$ cat src/rtl/lsu_mc.sv
// Multi-cycle load/store unit: registers one core request, drives DMEM through a
// request/ack handshake, then returns one extended/flagged response pulse.
module lsu_mc #(
    parameter int XLEN     = 32,
    parameter int ADDR_W   = 32,
    parameter int MAX_WAIT = 15,
    localparam int NL      = XLEN / 8,
    localparam int LB      = $clog2(NL)
) (
    input  logic              clk,
    input  logic              reset,
    input  logic              req_valid,
    output logic              req_ready,
    input  logic              is_store,
    input  logic [2:0]        funct3,
    input  logic [ADDR_W-1:0] addr,
    input  logic [XLEN-1:0]   wdata,
    output logic              resp_valid,
    output logic [XLEN-1:0]   rdata,
    output logic              misaligned,
    output logic              timeout,
    output logic [ADDR_W-1:0] daddr,
    output logic [XLEN-1:0]   dwdata,
    output logic [NL-1:0]     dwe,
    output logic              dre,
    input  logic              dack,
    input  logic [XLEN-1:0]   drdata
);

    typedef enum logic [1:0] {
        S_IDLE   = 2'd0,
        S_ACCESS = 2'd1,
        S_RESP   = 2'd2
    } state_t;

    localparam logic [7:0] WAIT_LAST = 8'(MAX_WAIT - 1);

    state_t          r_state;
    state_t          w_state_nxt;
    logic [7:0]      r_wait;
    logic            r_is_store;
    logic [2:0]      r_f3;
    logic [LB-1:0]   r_lane;
    logic [LB-1:0]   w_lane;
    logic            w_accept;
    logic            w_req_ok;
    logic            w_wait_done;

    function automatic logic f_legal(input logic st, input logic [2:0] f3);
        logic ok;
        case (f3)
            3'b000, 3'b001, 3'b010: ok = 1'b1;
            3'b011:                 ok = (XLEN == 64);
            3'b100, 3'b101:         ok = !st;
            3'b110:                 ok = !st && (XLEN == 64);
            default:                ok = 1'b0;
        endcase
        return ok;
    endfunction

    function automatic logic f_aligned(input logic [2:0] f3, input logic [LB-1:0] lane);
        logic ok;
        case (f3[1:0])
            2'd0:    ok = 1'b1;
            2'd1:    ok = !lane[0];
            2'd2:    ok = (lane[1:0] == 2'b00);
            default: ok = (lane == '0);
        endcase
        return ok;
    endfunction

    function automatic logic [NL-1:0] f_mask(input logic [2:0] f3);
        logic [NL-1:0] m;
        case (f3[1:0])
            2'd0:    m = NL'(1);
            2'd1:    m = NL'(3);
            2'd2:    m = NL'(15);
            default: m = '1;
        endcase
        return m;
    endfunction

    // Pull the addressed bytes down to bit 0, then sign- or zero-extend by width code.
    function automatic logic [XLEN-1:0] f_ext(input logic [2:0] f3, input logic [LB-1:0] lane,
                                              input logic [XLEN-1:0] d);
        logic [XLEN-1:0]        s;
        logic signed [7:0]      b;
        logic signed [15:0]     h;
        logic signed [31:0]     w;
        logic signed [XLEN-1:0] e;
        s = d >> {lane, 3'b000};
        b = s[7:0];
        h = s[15:0];
        w = s[31:0];
        case (f3)
            3'b000:  e = XLEN'(b);
            3'b001:  e = XLEN'(h);
            3'b010:  e = XLEN'(w);
            3'b100:  e = s & XLEN'(32'h0000_00FF);
            3'b101:  e = s & XLEN'(32'h0000_FFFF);
            3'b110:  e = s & XLEN'(32'hFFFF_FFFF);
            default: e = s;
        endcase
        return e;
    endfunction

    assign req_ready   = (r_state == S_IDLE);
    assign w_accept    = req_valid && (r_state == S_IDLE);
    assign w_lane      = addr[LB-1:0];
    assign w_req_ok    = f_legal(is_store, funct3) && f_aligned(funct3, w_lane);
    assign w_wait_done = (r_wait == WAIT_LAST);

    always_ff @(posedge clk) begin
        if (!reset) r_state <= S_IDLE;
        else        r_state <= w_state_nxt;
    end

    always_comb begin
        w_state_nxt = r_state;
        case (r_state)
            S_IDLE:   if (w_accept) w_state_nxt = w_req_ok ? S_ACCESS : S_RESP;
            S_ACCESS: if (dack || w_wait_done) w_state_nxt = S_RESP;
            S_RESP:   w_state_nxt = S_IDLE;
            default:  w_state_nxt = S_IDLE;
        endcase
    end

    always_ff @(posedge clk) begin
        if (w_accept) begin
            r_is_store <= is_store;
            r_f3       <= funct3;
            r_lane     <= w_lane;
        end
    end

    always_ff @(posedge clk) begin
        if (!reset) begin
            r_wait     <= '0;
            dre        <= 1'b0;
            dwe        <= '0;
            daddr      <= '0;
            dwdata     <= '0;
            rdata      <= '0;
            misaligned <= 1'b0;
            timeout    <= 1'b0;
            resp_valid <= 1'b0;
        end else begin
            case (r_state)
                S_IDLE: begin
                    r_wait <= '0;
                    if (w_accept) begin
                        if (w_req_ok) begin
                            daddr <= {addr[ADDR_W-1:LB], {LB{1'b0}}};
                            if (is_store) begin
                                dwe    <= f_mask(funct3) << w_lane;
                                dwdata <= wdata << {w_lane, 3'b000};
                            end else begin
                                dre <= 1'b1;
                            end
                        end else begin
                            misaligned <= 1'b1;
                            rdata      <= '0;
                            resp_valid <= 1'b1;
                        end
                    end
                end
                S_ACCESS: begin
                    // An ack arriving on the final allowed cycle still completes normally.
                    if (dack) begin
                        dre        <= 1'b0;
                        dwe        <= '0;
                        rdata      <= r_is_store ? '0 : f_ext(r_f3, r_lane, drdata);
                        resp_valid <= 1'b1;
                    end else if (w_wait_done) begin
                        dre        <= 1'b0;
                        dwe        <= '0;
                        rdata      <= '0;
                        timeout    <= 1'b1;
                        resp_valid <= 1'b1;
                    end else begin
                        r_wait <= r_wait + 8'd1;
                    end
                end
                default: begin
                    resp_valid <= 1'b0;
                    misaligned <= 1'b0;
                    timeout    <= 1'b0;
                    rdata      <= '0;
                end
            endcase
        end
    end

endmodule
$ cat config.mk
export PLATFORM = sky130hd
export DESIGN_NAME = lsu_mc
export DESIGN_NICKNAME = d
export VERILOG_FILES = /design/src/rtl/lsu_mc.sv
export SDC_FILE = /design/constraint.sdc
export NUM_CORES = 1
export LEC_CHECK = 0
export ABC_AREA = 1
export CAP_MARGIN = 20
export CORE_UTILIZATION = 45
export CTS_CLUSTER_SIZE = 14
export DETAILED_ROUTE_END_ITERATION = 6
export GPL_ROUTABILITY_DRIVEN = 0
export PLACE_DENSITY_LB_ADDON = 0.12
export RECOVER_POWER = 25
export SYNTH_ARGS = -nofsm -noshare
export SYNTH_HDL_FRONTEND = slang
export SYNTH_SLANG_ARGS = --single-unit
$ cat constraint.sdc
create_clock -name clk -period 1.7 [get_ports clk]
set_input_delay 0.34 -clock clk [delete_from_list [all_inputs] [get_ports clk]]
set_output_delay 0.34 -clock clk [all_outputs]
set_load 0.005 [all_outputs]
# --- Word-level counts from Yosys, hierarchy flattened ---
# Index checks and enable logic that the tools add are counted.
classes:
  addsub: 1
  mul: 0
  n_div: 0
  n_lt_le_gt_ge: 0
  eq_ne: 20
  n_shift: 3
  mux: 42
  bitwise_logic: 2
  reduce_logical: 22
ops:
  columns: ["operator", "n"]
  rows:
  - ["two-way mux 32 bit", 5]
  - ["case mux 32 bit (4 select lines)", 1]
  - ["case mux 32 bit (2 select lines)", 1]
  - ["two-way mux 4 bit", 10]
  - ["<< shifter 32 x 5 -> 32 bit", 1]
  - [">> shifter 32 x 5 -> 32 bit", 1]
  - ["two-way mux 8 bit", 2]
  - ["case mux 4 bit (2 select lines)", 2]
  - ["case mux 8 bit (2 select lines)", 1]
  - ["AND reduction 3 bit", 5]
  - ["equality test 3 bit, second input constant", 4]
  - ["!= test 2 bit, second input constant", 6]
  - ["case mux 1 bit (2 select lines)", 6]
  - ["two-way mux 1 bit", 10]
  - ["AND reduction 5 bit", 2]
  - ["adder 8 x 1 -> 8 bit, second input constant", 1]
  - ["equality test 8 x 4 -> 1 bit, second input constant", 1]
  - ["equality test 3 x 1 -> 1 bit, second input constant", 2]
  - ["zero test 2 bit", 3]
  - ["zero test 3 bit", 2]
  - ["two-way mux 2 bit", 3]
  - ["!= test 2 x 1 -> 1 bit, second input constant", 3]
  - ["equality test 2 x 1 -> 1 bit, second input constant", 2]
  - ["case mux 2 bit (2 select lines)", 1]
  - ["12 further kinds", 15]
totals:
  regBits: 118
  latchBits: 0
  ram_bits: 0
  mem_bits_ro: 0
  out_inout_bits: 105
  wordCells: 103
  memories: 0

# --- Longest topological paths before layout ---
# Gate-level depths: netlist of the first run.
depth:
  depth_word: 13
  ltp_mapped: 11
  ltp_nobuf: 11

# --- Least setup slack after synthesis of the first run ---
# OpenSTA, ideal clock, no wires.
synth_path:
  path_kind: "register -> register"
  startpoint: "register r_state[1]"
  endpoint: "register dwdata[14]"
  setup_time_ns: 0.117
  t_arrival_ns: 1.335
  required_ns: 1.583
  slack_ns: 0.248
  path_stages_with_launch: 10
  path_buffers: 1
  synth_period_minus_slack_ns: 1.452
  path_cell_list: "dfxtp_1 -> inv_2 -> nand2_2 -> nor2_2 -> nand2_4 -> nor2_4 -> inv_2 -> buf_6 -> a21oi_1 -> nor2_1"
synth_via:
  elab_chain_cells: 3
synth_rtl:
  columns: ["item", "line", "rtl"]
  rows:
  - ["from (decl)", "38", "state_t r_state;"]
  - ["from (signal assigned)", "115", "else r_state <= w_state_nxt;"]
  - ["zero test 2 bit", "108", "assign w_accept = req_valid && (r_state == S_IDLE);"]
  - ["logical AND 1 bit", "108", null]
  - ["net w_accept", "45", "logic w_accept;"]
  - ["AND reduction 4 bit (no source line)", null, null]
  - ["to (signal assigned)", "156", "dwdata <= wdata << {w_lane, 3'b000};"]
  - ["to (decl)", "23", "output logic [XLEN-1:0] dwdata,"]
# The timed path passes the listed nets, and every way through them passes these cells.
# A chain may end at the register's enable or synchronous reset.

# --- Worst setup path after layout of the first run ---
layout_path:
  startpoint: "register r_state[0]"
  endpoint: "output req_ready"
layout_via:
  elab_chain_cells: 1
layout_rtl:
  columns: ["item", "line", "rtl"]
  rows:
  - ["zero test 2 bit", "107", "assign req_ready = (r_state == S_IDLE);"]
  - ["to (decl)", "13", "output logic req_ready,"]
# No other way between the ends.

==> results.json, run 1 <==
{
  "clk_latency_ns": 0.41,
  "ys_seq_elements": 118,
  "worstSetupEndpointType": "output pin",
  "max_stage_delay_ns": 0.36,
  "yosysSeqAreaShare_pct": 43.37,
  "wl_per_cell_um": 13.92,
  "diodes": 0,
  "crit_path_start_kind": "register",
  "grt_overflow": 0,
  "setup_tns_ns": 0,
  "reg2reg_to": "rdata[27]",
  "cp.required_ns": 1.36,
  "grt_pass1_wl_um": 26540,
  "min_path_cells": 1,
  "synthFlopType": "dfxtp_1",
  "regToRegSetupSlack_ns": 0.15,
  "grt_max_degree": 42,
  "die-area_um2": 12860,
  "hp-class": "in2reg",
  "slew_violations": 0,
  "antenna_found_initial": 0,
  "dr_total_vias": 6038,
  "drv_cap": 0,
  "clk_pin_slew_ns": 0.06,
  "die_width_um": 113.4,
  "yosysWarnings": 0,
  "finalHoldViolCount": 0,
  "synth_area_leaders": "dfxtp_1, nand2_1, nor2_1",
  "p_per_area_nw_per_um2": 899.0,
  "drt_iter0_markers": 460,
  "slowest_stage": "dfxtp_2",
  "fin_util_pct": 71.52,
  "synth_top_area_cell": "dfxtp_1",
  "cp-endpoint": "req_ready",
  "critPathMaxFanout": 7,
  "dpl.hpwl_um": 11750,
  "dpl_cell_area_um2": 8034,
  "post_cts_buffers": 0,
  "drive_above_1_share_pct": 11.00,
  "finalClockSkew_ns": 0.009078,
  "via_per_inst": 5.015,
  "cts_tree": "yes",
  "synth_edf_count": 6,
  "first_pass_iters": 5,
  "synth_area_um2": 5585,
  "syn-instance-count": 805,
  "arrival_ns": 1.31,
  "post-place-ws_ns": -0.3290,
  "cp_top_family": "buffers and inverters",
  "r2r-start": "r_wait[0]",
  "area_growth_pct": 54.46,
  "start_util_pct": 46.31,
  "cts.sinks": 118,
  "cts.path.max_buffers": 2,
  "fin_crit_sh_pct": 96.88,
  "avgSynthCellArea_um2": 6.938,
  "yosysUniqueCellTypes": 31,
  "antenna_left": 0,
  "die_y_um": 113.4,
  "synth_top_area_share_pct": 40.14,
  "nets": 1129,
  "first_global_vias": 5376,
  "fp-row-count": 40,
  "clockRootBuffer": "clkbuf_16",
  "place.port_buffers": 206,
  "drc": 0,
  "reg2reg_depth": 10,
  "fin_crit_ns": 1.647,
  "ctsHoldBuffers": 0,
  "multi_input_area_um2": 2789,
  "critical_path_buf_inv_count": 3,
  "cts_buffers": 17,
  "crit_chain": "inv_2 -> nand2_2 -> inv_4 -> dlygate4sd2_1",
  "ir_worst_vdd_uv": 657.2,
  "grt_usage_pct": 26.19,
  "htree_levels": 4,
  "power.total_mw": 7.756,
  "crit_start": "r_state[0]",
  "path_depth": 4,
  "fin_ws_ns": 0.05303,
  "crit_type": "reg2out",
  "seqCellArea_um2": 2425,
  "routed_wl_um": 16750,
  "stdcell_area_um2": 8627,
  "async_reset_ff_share_pct": 0,
  "p_leak_nw": 3.389,
  "status": "finished clean",
  "fill_cells": 1036,
  "setup_viol": 0,
  "io_pins": 209,
  "core-area_um2": 12060,
  "max_freq_mhz": 607.2
}
-- logic make-up (layout without fill, tap and decap cells) --
family | after synthesis | in the layout | share of synthesized area (%)
compound gates | 200 | 200 | 18.39
xor+xnor | 1 | 1 | 0.1568
fa+ha+maj | 2 | 2 | 0.4480
simple gates | 396 | 396 | 30.09
mux | 1 | 1 | 0.1792
buf+inv | 86 | 316 | 7.303
other cells | 1 | 2 | 0.06714
flops | 118 | 118 | 43.37
-- per-layer routing --
layer	global-route usage (%)	vias up	wire, um
met3	7.226	7	1196
li1	-	3092	-
met2	39.80	218	7657
met5	0	-	0
met1	36.51	2721	7808
met4	7.281	0	91
-- where the power goes --
group / internal, mW / total, mW / switching (mW)
Clock: 2.00 / 3.35 / 1.35
Sequential: 2.92 / 2.99 / 0.0731
Combinational: 0.726 / 1.41 / 0.684
Total: 5.65 / 7.76 / 2.11
-- cells in the final DEF, fill, tap and decap left out, drive strengths merged, types with 2 or more instances in the layout --
cell type / n
clkdlybuf4s50: 199
nand2: 175
nor2: 142
o21ai: 115
dfxtp: 112
a21oi: 71
nand3: 65
buf: 49
inv: 34
clkbuf: 21
or2: 8
o211ai: 7
a31oi: 7
edfxtp: 6
clkinv: 6
dlygate4sd3: 4
nor3: 4
nand4: 2
ha: 2
conb: 2
clkinvlp: 2
-- Yosys cell counts, types with 3 or more instances --
cell and count:
a31oi_1 7, nand2_2 3, nand2_1 171, a21oi_1 71, o21ai_0 98, nand3_1 61, buf_1 3, dfxtp_1 112
buf_6 4, buf_2 14, nor2_1 137, nor2_2 3, or2_2 8, o21ai_1 17, edfxtp_1 6, o211ai_1 7
inv_2 5, clkbuf_1 25, buf_4 10, inv_1 25
-- flip-flops by register name, summed over array words and instances (netlist names), 2 cells and up --
register / cells
rdata: 32
r_state: 2
r_f3: 3
dwdata: 32
r_lane: 2
dwe: 4
daddr: 30
r_wait: 8
-- stage by stage --
stage,hold slack (ns),std cells
after floorplan,0.4389,806
after global placement,0.4403,1172
after global routing,0.3047,1204
after CTS,0.3255,1204
final,0.3017,1204
after detailed placement,0.4510,1172
-- worst min path at each step --
stage,from,to
after global placement,resp_valid,resp_valid
after CTS,reset,r_wait[7]
after global routing,addr[0],r_lane[0]
after floorplan,funct3[0],r_f3[0]
after detailed placement,rdata[3],rdata[3]
final,addr[0],r_lane[0]
-- cell type report --
cell class / instances / area share (%)
timing repair buffer: 254 / 29.28
sequential: 118 / 28.11
clock buffer: 20 / 5.424
inverter: 30 / 1.363
tap: 168 / 2.437
clock inverter: 12 / 1.059
multi-input combinational: 602 / 32.33
-- what timing repair did --
item / in CTS / in global routing
resized for setup: 1 / 14
hold endpoints to repair: 0 / 0
pin swaps: 0 / 0
setup endpoints to repair: 1 / 58
gates cloned: 0 / 0
Note: power is estimated with default switching activity, not from simulation.
==> run 2, diff against run 1 <==
--- a/config.mk
+++ b/config.mk
@@ -8,11 +8,12 @@
 export ABC_AREA = 1
 export CAP_MARGIN = 20
 export CORE_UTILIZATION = 45
-export CTS_CLUSTER_SIZE = 14
+export CTS_CLUSTER_SIZE = 30
 export DETAILED_ROUTE_END_ITERATION = 6
 export GPL_ROUTABILITY_DRIVEN = 0
 export PLACE_DENSITY_LB_ADDON = 0.12
 export RECOVER_POWER = 25
+export REMOVE_ABC_BUFFERS = 1
 export SYNTH_ARGS = -nofsm -noshare
 export SYNTH_HDL_FRONTEND = slang
 export SYNTH_SLANG_ARGS = --single-unit
==> run 2 against run 1 <==
- cell area is 0.22% higher
- hold slack better by 0.095 ns
- power is 3.1% higher
- flip-flop and latch count stayed put
- fmax is 0.33% lower
- setup slack worse by 0.0054 ns
- critical path type unchanged
- largest cell class unchanged
- highest routed layer unchanged
==> results.json, run 2 (synthesized netlist as in run 1, its figures left out) <==
{
  "status": "finished clean",
  "cts.sinks": 118,
  "slowest_stage": "clkdlybuf4s50_1",
  "final_cell_mix": "clkdlybuf4s50_1, nand2_1, nor2_1, dfxtp_1, o21ai_0",
  "reg2reg_depth": 10,
  "netSwitchingPower_mw": 2.039,
  "reg2reg_to": "rdata[26]",
  "die_y_um": 113.4,
  "fp-row-count": 40,
  "clk_latency_ns": 0.41,
  "antenna_found_initial": 0,
  "regToRegSetupSlack_ns": 0.12,
  "crit_type": "reg2out",
  "antenna_left": 0,
  "hp-class": "in2reg",
  "finalClockSkew_ns": 0.008322,
  "final_common_cell": "clkdlybuf4s50_1",
  "cp_top_family": "buffers and inverters",
  "critical_path_buf_inv_count": 1,
  "crit_path_start_kind": "register",
  "crit_chain": "clkdlybuf4s50_1",
  "p_clk_share_pct": 45.1,
  "clk_pin_slew_ns": 0.05,
  "slew_violations": 0,
  "drt_iter0_markers": 433,
  "area_growth_pct": 54.79,
  "grt_overflow": 0,
  "start_util_pct": 46.31,
  "wl_per_cell_um": 13.82,
  "die-area_um2": 12860,
  "drc": 0,
  "holdPathEnd": "r_wait[1]",
  "diodes": 0,
  "swShare_pct": 25.50,
  "worstSetupEndpointType": "output pin",
  "dpl.hpwl_um": 11100,
  "first_pass_iters": 5,
  "fin_crit_ns": 1.652,
  "p_leak_nw": 3.411,
  "drv_cap": 0,
  "cts_buffers": 17,
  "critPathMaxFanout": 2,
  "min-delay-start": "reset",
  "place.port_buffers": 206,
  "nets": 1129,
  "post-place-cells": 1169,
  "internal_power_mw": 5.957,
  "grt_usage_pct": 25.89,
  "fin_util_pct": 71.68,
  "cts_tree": "yes",
  "ir_worst_vdd_uv": 717.5,
  "grt_max_degree": 47,
  "min_path_cells": 3,
  "routed_wl_um": 16640,
  "via_per_inst": 5.032,
  "r2r-start": "r_wait[0]",
  "dr_total_vias": 6058,
  "arrival_ns": 1.31,
  "drive_above_1_share_pct": 10.62,
  "max_stage_delay_ns": 0.52,
  "core-area_um2": 12060,
  "clockRootBuffer": "clkbuf_16",
  "pwr-share-comb_pct": 17.4,
  "fin_crit_sh_pct": 97.20,
  "largestRegisters": "dwdata (32), rdata (32), daddr (30)",
  "first_global_vias": 5522,
  "layout.cells.non_filler": 1204,
  "cp.required_ns": 1.36,
  "cts.path.max_buffers": 2,
  "max_freq_mhz": 605.2,
  "finalHoldViolCount": 0,
  "die_width_um": 113.4,
  "grt_pass1_wl_um": 26450,
  "p_per_area_nw_per_um2": 924.8,
  "setup_viol": 0,
  "ctsHoldBuffers": 0,
  "htree_levels": 4,
  "io_pins": 209,
  "power_frac_seq_pct": 37.5
}
[run 2: worst max path at each step]
stage,from,endpoint,slack (ns),cells after the start
after floorplan,r_state[1],dwdata[10],-0.30,8
after global placement,addr[0],dwdata[30],-0.24,9
after detailed placement,addr[0],dwdata[25],-0.30,9
after CTS,dwdata[20],dwdata[20],0.04,1
after global routing,r_wait[0],rdata[19],-0.01,10
final,dwdata[1],dwdata[1],0.05,1
[run 2: area by class of cell]
class | instances | area, um2
Clock inverter | 11 | 121.4
Multi-Input combinational cell | 602 | 2784
Inverter | 30 | 117.6
Sequential cell | 118 | 2426
Fill cell | 1008 | 3416
Timing Repair Buffer | 254 | 2505
Tap cell | 168 | 210.2
Clock buffer | 21 | 481.7
[run 2: through the flow]
| step | setup WS (ns) | setup TNS, ns | area, um2 | power [mW] | hold slack, ns |
|---|---|---|---|---|---|
| 6_report | 0.04759 | 0 | 8646 | 7.996 | 0.3971 |
| 5_1_grt | -0.01395 | -0.01395 | 8646 | 8.342 | 0.3840 |
| 4_1_cts | 0.03628 | 0 | 8602 | 7.999 | 0.3881 |
| 3_5_place_dp | -0.2951 | -20.32 | 7974 | 4.392 | 0.4391 |
| 3_3_place_gp | -0.2433 | -16.52 | 7974 | 4.388 | 0.4365 |
| 2_1_floorplan | -0.3020 | -10.73 | 5294 | 3.596 | 0.4389 |
[run 2: per-layer routing]
| metal | global-route usage (%) | wire length, um | vias to the layer above |
|---|---|---|---|
| met1 | 32.25 | 7349 | 2734 |
| met5 | 0 | 0 | - |
| met4 | 8.509 | 200 | 0 |
| met2 | 43.07 | 7953 | 212 |
| li1 | - | - | 3094 |
| met3 | 7.492 | 1138 | 18 |
[run 2: timing repair]
item	CTS	global route
hold endpoints to repair	0	0
setup endpoints to repair	1	41
setup buffers	2	0
gates resized for setup	5	6
cloned	0	1
[run 2: power by group through the flow]
stage               Combinational (mW)  Sequential [mW]  Clock, mW
global placement                  1.34             3.05          0
finish                            1.39             3.00       3.61
CTS                               1.36             3.00       3.64
floorplan                        0.524             3.07          0
detailed placement                1.34             3.05          0
global route                      1.53             3.01       3.80
==> run 3, diff against run 2 <==
--- a/config.mk
+++ b/config.mk
@@ -8,6 +8,7 @@
 export ABC_AREA = 1
 export CAP_MARGIN = 20
 export CORE_UTILIZATION = 45
+export CTS_BUF_LIST = sky130_fd_sc_hd__clkbuf_4 sky130_fd_sc_hd__clkbuf_8 sky130_fd_sc_hd__clkbuf_16
 export CTS_CLUSTER_SIZE = 30
 export DETAILED_ROUTE_END_ITERATION = 6
 export GPL_ROUTABILITY_DRIVEN = 0
@@ -17,3 +18,4 @@
 export SYNTH_ARGS = -nofsm -noshare
 export SYNTH_HDL_FRONTEND = slang
 export SYNTH_SLANG_ARGS = --single-unit
+export TNS_END_PERCENT = 5
==> run 3 against run 2 <==
- flip-flop and latch count is the same
- power about the same
- count of clock-buffer cells in the layout unchanged
- combinational power barely moved
- non-clock buffer count unchanged
- clock power about the same
- cell count unchanged
- largest power group unchanged
==> results.json, run 3 (synthesized netlist as in run 1, its figures left out) <==
{
  "status": "finished clean",
  "wl_per_cell_um": 13.76,
  "cts.path.max_buffers": 2,
  "first_global_vias": 5499,
  "worstSetupEndpointType": "output pin",
  "setup_tns_ns": 0,
  "die_y_um": 113.4,
  "fp-row-count": 40,
  "min-delay-start": "reset",
  "crit_path_start_kind": "register",
  "power_frac_seq_pct": 37.4,
  "nets": 1129,
  "critPathMaxFanout": 2,
  "arrival_ns": 1.31,
  "die_width_um": 113.4,
  "whs_ns": 0.4011,
  "grt_usage_pct": 25.85,
  "drive_above_1_share_pct": 10.71,
  "max_stage_delay_ns": 0.52,
  "dpl.hpwl_um": 11100,
  "grt_max_degree": 47,
  "critical_path_buf_inv_count": 1,
  "cp.required_ns": 1.36,
  "slowest_stage": "clkdlybuf4s50_1",
  "finalHoldViolCount": 0,
  "hp-class": "in2reg",
  "start_util_pct": 46.31,
  "cts_buffers": 17,
  "cts.sinks": 118,
  "ir_worst_vdd_uv": 718.5,
  "slew_violations": 0,
  "core-area_um2": 12060,
  "post-place-cells": 1169,
  "clockRootBuffer": "clkbuf_16",
  "r2r-start": "r_wait[0]",
  "crit_chain": "clkdlybuf4s50_1",
  "finalClockSkew_ns": 0.008173,
  "max_freq_mhz": 604.6,
  "io_pins": 209,
  "crit_type": "reg2out",
  "cp_top_family": "buffers and inverters",
  "p_leak_nw": 3.417,
  "p_clk_share_pct": 45.1,
  "p_per_area_nw_per_um2": 925.1,
  "die-area_um2": 12860,
  "internal_power_mw": 5.974,
  "area_growth_pct": 54.88,
  "pwr-share-comb_pct": 17.4,
  "rsz0062_at_grt": "true",
  "grt_overflow": 0,
  "antenna_left": 0,
  "netSwitchingPower_mw": 2.029,
  "via_per_inst": 5.022,
  "crit_start": "dwdata[1]",
  "drc": 0,
  "clk_pin_slew_ns": 0.05,
  "fin_crit_sh_pct": 97.30,
  "place.port_buffers": 206,
  "final_cell_mix": "clkdlybuf4s50_1, nand2_1, nor2_1, dfxtp_1, o21ai_0",
  "first_pass_iters": 5,
  "grt_pass1_wl_um": 26430,
  "power.total_mw": 8.003,
  "dr_total_vias": 6047,
  "drv_cap": 0,
  "swShare_pct": 25.35,
  "drt_iter0_markers": 413,
  "htree_levels": 4,
  "layout.cells.non_filler": 1204,
  "largestRegisters": "dwdata (32), rdata (32), daddr (30)",
  "final_common_cell": "clkdlybuf4s50_1",
  "clk_latency_ns": 0.41,
  "fin_crit_ns": 1.654,
  "antenna_found_initial": 0,
  "setup_viol": 0,
  "cts_tree": "yes",
  "diodes": 0,
  "ctsHoldBuffers": 0,
  "routed_wl_um": 16570
}
-- run 3: power groups by stage --
stage	sequential [mW]	combinational [mW]	clock, mW
after floorplan	3.07	0.524	0
final	3.00	1.39	3.61
after global routing	3.01	1.53	3.82
after detailed placement	3.05	1.34	0
after CTS	3.00	1.36	3.66
after global placement	3.05	1.34	0
-- run 3: worst reg2reg max path: cells and delay by family, from the launching register on --
kind / cells / cell delay [ns]
buffers and inverters: 2 / 0.27
adders and majority gates: 1 / 0.20
and+or+nand+nor: 6 / 0.55
DFF: 1 / 0.37
AOI/OAI and AO/OA: 1 / 0.13
-- run 3: path summary, 6_finish.rpt --
check                           slack, ns  cells past startpoint          to
worst min-delay path                 0.40                      3   r_wait[1]
worst min register to register       0.45                      2  resp_valid
worst max-delay path                 0.05                      1   dwdata[1]
worst max register to register       0.12                     10   rdata[26]
-- run 3: layer usage --
layer  GRT usage [%]  wire, um  vias to the layer above
li1                -         -                     3094
met1           32.31      7366                     2721
met2           42.78      7888                      213
met3           7.598      1117                       19
met4           8.509       195                        0
met5               0         0                        -
-- run 3: cell type report --
cell class | count | area (um2)
clock buffer | 21 | 485.5
clock inverter | 11 | 121.4
fill | 1007 | 3411
inverter | 30 | 115.1
multi-input combinational | 602 | 2784
sequential | 118 | 2426
tap | 168 | 210.2
timing repair buffer | 254 | 2509
-- run 3: per-stage QoR --
step                      utilization [%]  cell area, um2  setup WS, ns
after detailed placement            66.11            7974       -0.2951
after floorplan                         -            5294       -0.3020
final                               71.72            8651       0.04594
after global routing                71.72            8651      -0.03092
after global placement              66.11            7974       -0.2433
after CTS                           71.35            8606       0.03628
-- run 3: what timing repair did --
action                     4_1_cts  5_1_grt
buffers inserted                 2        0
cloned                           0        1
hold endpoints to repair         0        0
pin swaps                        0        0
gates resized for setup          5        4
setup endpoints to repair        1       41
